===== config.mk =====
export PLATFORM = sky130hd
export DESIGN_NAME = variable_node_update
export DESIGN_NICKNAME = d
export VERILOG_FILES = /design/src/rtl/variable_node_update.sv
export SDC_FILE = /design/constraint.sdc
export NUM_CORES = 1
export LEC_CHECK = 0
export BUFFER_PORTS_ARGS = -buffer_cell sky130_fd_sc_hd__clkbuf_2
export CORE_AREA = 2 2 198 142
export CTS_CLUSTER_SIZE = 24
export DETAILED_ROUTE_END_ITERATION = 6
export DIE_AREA = 0 0 200 144
export SYNTH_ARGS = -nofsm -noshare
export SYNTH_HDL_FRONTEND = slang
export SYNTH_SLANG_ARGS = --single-unit

===== constraint.sdc =====
create_clock -name clk -period 4.5 [get_ports clk]
set_input_delay 0.225 -clock clk [delete_from_list [all_inputs] [get_ports clk]]
set_output_delay 0.225 -clock clk [all_outputs]
set_load 0.01 [all_outputs]

===== src/rtl/variable_node_update.sv =====
// Min-sum LDPC variable node: accumulates the channel LLR with all check messages,
// returns saturated extrinsic messages per edge and a registered hard decision.
module variable_node_update #(
    parameter int weight    = 3,
    parameter int length    = 15,
    parameter int acc_extra = 3
) (
    input  logic                     clk,
    input  logic                     rst,
    input  logic [length-1:0]        channel_value_input,
    input  logic                     channel_load,
    input  logic [weight*length-1:0] check_value_input,
    input  logic [weight-1:0]        check_enable_input,
    input  logic                     decision_down,
    input  logic                     decision_success,
    output logic [weight*length-1:0] variable_value_output,
    output logic [weight-1:0]        variable_enable_output,
    output logic                     hard_decision,
    output logic                     hard_valid,
    output logic [7:0]               iter_count,
    output logic [2:0]               state_dbg
);
    // Handshake: per edge k, variable_enable_output[k] rises when a new extrinsic value
    // is presented and stays high until check_enable_input[k] is seen low (ack), after
    // which it drops the following cycle.

    localparam int AW = length + acc_extra;
    localparam int JW = $clog2(weight + 1);

    localparam logic [length-1:0]        MAX_OUT = {1'b0, {(length-1){1'b1}}};
    localparam logic [length-1:0]        MIN_OUT = ~MAX_OUT + 1'b1;
    localparam logic signed [AW-1:0]     SAT_POS = {{acc_extra{1'b0}}, MAX_OUT};
    localparam logic signed [AW-1:0]     SAT_NEG = {{acc_extra{1'b1}}, MIN_OUT};

    typedef enum logic [2:0] {
        S_IDLE       = 3'd0,
        S_WAIT_CHECK = 3'd1,
        S_SUM        = 3'd2,
        S_UPDATE     = 3'd3,
        S_DONE       = 3'd4
    } state_t;

    state_t                 state_q;
    logic [length-1:0]      channel_q;
    logic signed [AW-1:0]   total_q;
    logic [JW-1:0]          j_q;

    logic [length-1:0]      cur_check;
    logic signed [AW-1:0]   check_ext;
    logic signed [AW-1:0]   diff_ext;
    logic [length-1:0]      sat_val;
    logic                   abort;

    assign state_dbg = state_q;
    assign abort = decision_down && decision_success &&
                   (state_q == S_WAIT_CHECK || state_q == S_SUM || state_q == S_UPDATE);

    always_comb begin
        cur_check = '0;
        for (int k = 0; k < weight; k++) begin
            if (j_q == JW'(k)) cur_check = check_value_input[k*length +: length];
        end
        check_ext = {{acc_extra{cur_check[length-1]}}, cur_check};
        diff_ext  = total_q - check_ext;
        // Symmetric saturation: the most-negative code is never emitted.
        if (diff_ext > SAT_POS)      sat_val = MAX_OUT;
        else if (diff_ext < SAT_NEG) sat_val = MIN_OUT;
        else                         sat_val = diff_ext[length-1:0];
    end

    always_ff @(posedge clk or negedge rst) begin
        if (!rst) begin
            state_q                <= S_IDLE;
            channel_q              <= '0;
            total_q                <= '0;
            j_q                    <= '0;
            variable_value_output  <= '0;
            variable_enable_output <= '0;
            hard_decision          <= 1'b0;
            hard_valid             <= 1'b0;
            iter_count             <= '0;
        end else begin
            hard_valid <= 1'b0;
            if (state_q != S_DONE) begin
                for (int k = 0; k < weight; k++) begin
                    if (!check_enable_input[k]) variable_enable_output[k] <= 1'b0;
                end
            end
            if (abort) begin
                state_q                <= S_DONE;
                variable_enable_output <= '0;
                j_q                    <= '0;
            end else begin
                case (state_q)
                    S_IDLE, S_DONE: begin
                        if (channel_load) begin
                            channel_q  <= channel_value_input;
                            iter_count <= '0;
                            state_q    <= S_WAIT_CHECK;
                        end
                    end
                    S_WAIT_CHECK: begin
                        if (&check_enable_input && variable_enable_output == '0) begin
                            total_q <= {{acc_extra{channel_q[length-1]}}, channel_q};
                            j_q     <= '0;
                            state_q <= S_SUM;
                        end
                    end
                    S_SUM: begin
                        if (j_q < JW'(weight)) begin
                            total_q <= total_q + check_ext;
                            j_q     <= j_q + 1'b1;
                        end else begin
                            j_q     <= '0;
                            state_q <= S_UPDATE;
                        end
                    end
                    S_UPDATE: begin
                        if (j_q < JW'(weight)) begin
                            for (int k = 0; k < weight; k++) begin
                                if (j_q == JW'(k)) begin
                                    variable_value_output[k*length +: length] <= sat_val;
                                    variable_enable_output[k]                 <= 1'b1;
                                end
                            end
                            j_q <= j_q + 1'b1;
                        end else begin
                            hard_decision <= total_q[AW-1];
                            hard_valid    <= 1'b1;
                            if (iter_count != 8'hFF) iter_count <= iter_count + 8'd1;
                            j_q     <= '0;
                            state_q <= S_WAIT_CHECK;
                        end
                    end
                    default: state_q <= S_IDLE;
                endcase
            end
        end
    end
endmodule


==> flow_summary.ini, run 1 <==
[cts]
clk_latency_ps = 360
cts_tree = yes
cts-root-buf = clkbuf_16
clock-sinks = 96
htree_levels = 3
cts_inserted_buffers = 9
clk_pin_slew_ps = 80
clockBufferDepth = 2

[final_layout]
post-route-util = 0.304
design_area_sq_um = 8240
final_nets = 1003
drive_gt1_frac = 0.261
area_delta_synth_final_pct = 24.3
antennaDiodeCount = 0

[timing]
timing.final.crit_period_ps = 4240
setup_viol = 0
period_share = 0.942
slew_viol_final = 0
tightestPinTransition_ps = 1070
clock_skew_ps = 12.5
rsz0062_at_grt = false
finalHoldViolations = 0
fmax_mhz = 236
relSlewSlack = 0.286

[routing]
drc = 0
vias = 6111
drt_first_pass_iters = 5
wirelength_microns = 20700
wire_per_inst_microns = 16.3
dr.first_iter.drc_count = 488
antenna_left = 0
routed_via_density = 4.82

[placed_design]
gp_congestion = 0.895
hpwl_microns = 16400
post_dp_cell_area_sq_um = 7790
port_buffers = 128

[logic_synthesis]
syn_area_per_cell_sq_um = 8.72
yosysUniqueCellTypes = 82
synthCells = 760
syn_area_sq_um = 6630
yosysMostFrequentCell = nand2_1
ys_top_cells_by_area = dfrtp_1 (36%), ha_1 (7.7%), nand2_1 (5.8%)
synth_edf_count = 0
yosysTopAreaCell = dfrtp_1
ys_seq_area_frac = 0.362
syn_nets = 871
synthArstFlopShare = 1.00
ys_warn_count = 0
synthFlopType = dfrtp_1
synth_top_area_frac = 0.362
ys_seq_elements = 96
netlist_top_cells_count = nand2_1 (103), dfrtp_1 (96), a21oi_1 (61)

[grt]
antenna_found_initial = 0
busiest_layer = met2
grt_use_met1 = 0.211
grt_max_degree = 64
globalRouteMet2Util = 0.228
grt_pass1_wl_microns = 32900
grt_pass1_vias = 5885
grtUsageTotal = 0.148
overflow = 0
grtUsageMet3 = 0.0350

[floorplan]
dieArea_sq_um = 28800
die_width_microns = 200
rows = 51
initial_utilization = 0.244
pin_count = 129
core_area_sq_um = 27100
die_y_microns = 144

[critical_path]
r2r_end = variable_value_output[21]$_DFFE_PN0P_
arrival_ps = 4480
crit_required_ps = 4740
r2r_slack_ps = 260
critical_path.max_fanout = 13
worstRegToRegCells = 16
reg2reg_from = j_q[0]$_DFFE_PN0P_
crit_type = reg2reg
cp-start-kind = flip-flop
worstSetupEndpointType = flip-flop

[min_path]
hp-start = channel_value_input[10]
worst_hold_path_type = in2reg
hold_depth = 2
holdPathEnd = channel_q[10]$_DFFE_PN0P_

[run]
cap_viol_max_count = 0

[outcome]
outcome = complete, no violations
-- worst max-delay path, cell delays in order, from the launching register on --
cell and delay [ps]:
dfrtp_2 460, inv_2 100, ha_1 360, buf_4 240
o21ai_1 120, buf_4 160, ha_1 370, inv_2 90
or4b_1 530, o22a_1 210, a211o_1 280, nor4_2 290
nand4_1 180, nand4_2 140, buf_4 200, nor3_1 90
a221o_1 300
-- cell families after synthesis --
logic type | count (synthesis) | synth area share
flip-flops | 96 | 0.362
adder cells (fa/ha/maj) | 43 | 0.0834
multiplexers | 24 | 0.0413
buffers and inverters | 74 | 0.0449
AND/OR/NAND/NOR | 271 | 0.199
XOR/XNOR | 27 | 0.0357
AO/OA/AOI/OAI | 225 | 0.233
-- state kept, by name (all words and copies together), names as in the netlist --
register	cells
hard_valid	1
variable_value_output	45
variable_enable_output	3
iter_count	8
hard_decision	1
channel_q	15
state_dbg	3
total_q	18
j_q	2
-- final cells by class --
cell class                      instances  area [sq um]
Clock buffer                           10           239
Clock inverter                          6          95.1
Fill cell                            2896         18900
Inverter                               35           131
Multi-Input combinational cell        590          4020
Sequential cell                        96          2400
Tap cell                              371           464
Timing Repair Buffer                  160           886
-- timing repair --
item	in CTS	in global routing
pin swaps	0	2
resized for setup	6	20
setup buffers	0	2
hold buffers	1	0
hold endpoints to repair	28	0
setup endpoints to repair	21	42
-- metal layers --
| layer | part of all wire | vias to the layer above |
|---|---|---|
| met4 | 0.012 | 0 |
| met3 | 0.058 | 19 |
| li1 | - | 3011 |
| met5 | 0 | - |
| met1 | 0.50 | 2890 |
| met2 | 0.43 | 191 |
-- worst max path at each step --
stage / from / cells past startpoint / slack (ps) / end
floorplan: j_q[1]$_DFFE_PN0P_ / 18 / 460 / variable_value_output[11]$_DFFE_PN0P_
global placement: j_q[1]$_DFFE_PN0P_ / 17 / -30 / variable_value_output[11]$_DFFE_PN0P_
detailed placement: j_q[1]$_DFFE_PN0P_ / 15 / -130 / variable_value_output[28]$_DFFE_PN0P_
CTS: j_q[1]$_DFFE_PN0P_ / 18 / 80 / variable_value_output[25]$_DFFE_PN0P_
global route: j_q[0]$_DFFE_PN0P_ / 20 / 10 / variable_value_output[36]$_DFFE_PN0P_
finish: j_q[0]$_DFFE_PN0P_ / 16 / 260 / variable_value_output[21]$_DFFE_PN0P_
-- per-stage QoR --
stage / setup WS [ps] / setup TNS [ps] / instances / hold WS (ps)
after global routing: 14.3 / 0 / 1268 / 88.4
after floorplan: 461 / 0 / 760 / -70.6
after detailed placement: -127 / -1810 / 1249 / 365
after CTS: 79.7 / 0 / 1266 / 88.8
final: 262 / 0 / 1268 / 94.6
after global placement: -35.0 / -262 / 1249 / 360
-- cell usage in the layout, fill, tap and decap left out, types with 19 or more instances in the layout --
| cell type | instances |
|---|---|
| a21oi_1 | 58 |
| buf_4 | 32 |
| clkbuf_2 | 127 |
| dfrtp_1 | 95 |
| ha_1 | 39 |
| inv_1 | 32 |
| nand2_1 | 102 |
| nor2_1 | 60 |
| nor3_1 | 26 |
| o21ai_0 | 47 |
| xnor2_1 | 19 |
Power of run 1 is left out: the tool's default activity adds up to more than one toggle a clock period on the data nets, which glitch-free logic cannot reach.
==> run 2, diff against run 1 <==
--- a/config.mk
+++ b/config.mk
@@ -10,6 +10,7 @@
 export CTS_CLUSTER_SIZE = 24
 export DETAILED_ROUTE_END_ITERATION = 6
 export DIE_AREA = 0 0 200 144
+export MAX_ROUTING_LAYER = met4
 export SYNTH_ARGS = -nofsm -noshare
 export SYNTH_HDL_FRONTEND = slang
 export SYNTH_SLANG_ARGS = --single-unit
==> flow_summary.ini, run 2 (synthesis gave the netlist of run 1 again) <==
[timing]
fmax_mhz = 234
rsz0062_at_grt = true
period_share = 0.950
slew_viol_final = 0
finalHoldViolations = 0
tightestPinTransition_ps = 1110
relSlewSlack = 0.259
clock_skew_ps = 14.5
setup_viol = 0
timing.final.crit_period_ps = 4270

[routing]
dr.first_iter.drc_count = 551
wirelength_microns = 20700
wire_per_inst_microns = 16.3
antenna_left = 0
drt_first_pass_iters = 5
drc = 0
routed_via_density = 4.82
vias = 6119

[floorplan]
die_width_microns = 200
dieArea_sq_um = 28800
pin_count = 129
initial_utilization = 0.244
core_area_sq_um = 27100
rows = 51
die_y_microns = 144

[placed_design]
port_buffers = 128
hpwl_microns = 16300
gp_congestion = 0.914

[grt]
grt_pass1_vias = 5858
grt_max_degree = 61
overflow = 0
grt_pass1_wl_microns = 32900
antenna_found_initial = 0
grtUsageTotal = 0.152

[final_layout]
final_nets = 1005
reg_top3 = variable_value_output: 45 flops, total_q: 18 flops, channel_q: 15 flops
drive_gt1_frac = 0.261
post-route-util = 0.304
area_delta_synth_final_pct = 24.2
antennaDiodeCount = 0
final_cell_mix = clkbuf_2 (127), nand2_1 (103), dfrtp_1 (96)
layout_commonest_cell = clkbuf_2
largest-register = variable_value_output
largest_reg_flops = 45

[cts]
clockBufferDepth = 2
cts_tree = yes
htree_levels = 3
clock-sinks = 96
cts-root-buf = clkbuf_16
clk_pin_slew_ps = 80
clk_latency_ps = 360
cts_inserted_buffers = 9

[critical_path]
critical_path.max_fanout = 5
worstSetupEndpointType = flip-flop
arrival_ps = 4540
cp-start-kind = flip-flop
crit_required_ps = 4760
crit_type = reg2reg

[run]
cap_viol_max_count = 0

[min_path]
worst_hold_path_type = in2reg

[outcome]
outcome = complete, no violations
==> run 2: changes by cell type in the layout (fill, tap and decap cells not counted), sizes merged <==
cell,change
buf,+2
bufinv,-2
clkinvlp,+2
clkbuf,-1
clkinv,+1
==> run 2: per-layer routing <==
layer	track usage	part of all wire	vias up
met3	0.0203	0.041	24
li1	-	-	3014
met2	0.215	0.42	163
met5	-	0	-
met4	0.0515	0.023	0
met1	0.221	0.52	2918
==> run 2: final timing paths <==
kind / to / slack, ps / from / depth (start not counted)
min reg2reg: variable_value_output[29]$_DFFE_PN0P_ / 480 / variable_value_output[29]$_DFFE_PN0P_ / 2
min in group asynchronous: iter_count[3]$_DFFE_PN0P_ / 470 / rst / 2
min: channel_q[5]$_DFFE_PN0P_ / 110 / channel_value_input[5] / 2
max: total_q[16]$_DFFE_PN0P_ / 230 / j_q[1]$_DFFE_PN0P_ / 18
max in group asynchronous: total_q[6]$_DFFE_PN0P_ / 2980 / rst / 3
max reg2reg: total_q[16]$_DFFE_PN0P_ / 230 / j_q[1]$_DFFE_PN0P_ / 18
==> run 2: what timing repair did <==
action	4_1_cts	5_1_grt
hold buffers	1	0
buffers inserted	0	4
endpoints found under the hold margin	59	0
pin swaps	0	2
resized for setup	5	19
gates cloned	0	0
endpoints found under the setup margin	21	41
==> run 2: layout make-up <==
type                       count  area, sq um
tap                          371          464
clock buffer                   9          225
sequential                    96         2400
clock inverter                 7         71.3
timing repair buffer         162          913
multi-input combinational    590         4030
fill                        2864        18900
inverter                      35          131
==> run 2: stage by stage <==
step                      cell area (sq um)  worst slack (ps)  setup TNS (ps)  instances  hold WS (ps)
after global routing                   8240             -16.5           -55.2       1270           103
final                                  8240               227               0       1270           106
after global placement                 7810               137               0       1249           343
after detailed placement               7810             -64.9            -664       1249           341
after floorplan                        6630               461               0        760         -70.6
after CTS                              8120              16.0               0       1266          97.1
==> run 2: worst max-delay path, stage by stage (launching register included) <==
cell and delay (ps):
dfrtp_1 430, inv_1 110, ha_1 260, buf_4 170, a21oi_1 110, o21ai_0 160
ha_1 280, fa_1 420, a21o_1 210, a21oi_1 260, o21bai_1 150, a2111oi_2 390
buf_4 200, o311ai_0 240, buf_4 230, a21oi_1 170, xnor2_1 140, a21oi_1 80
o21ai_1 150
Power of run 2 is left out for the same reason.
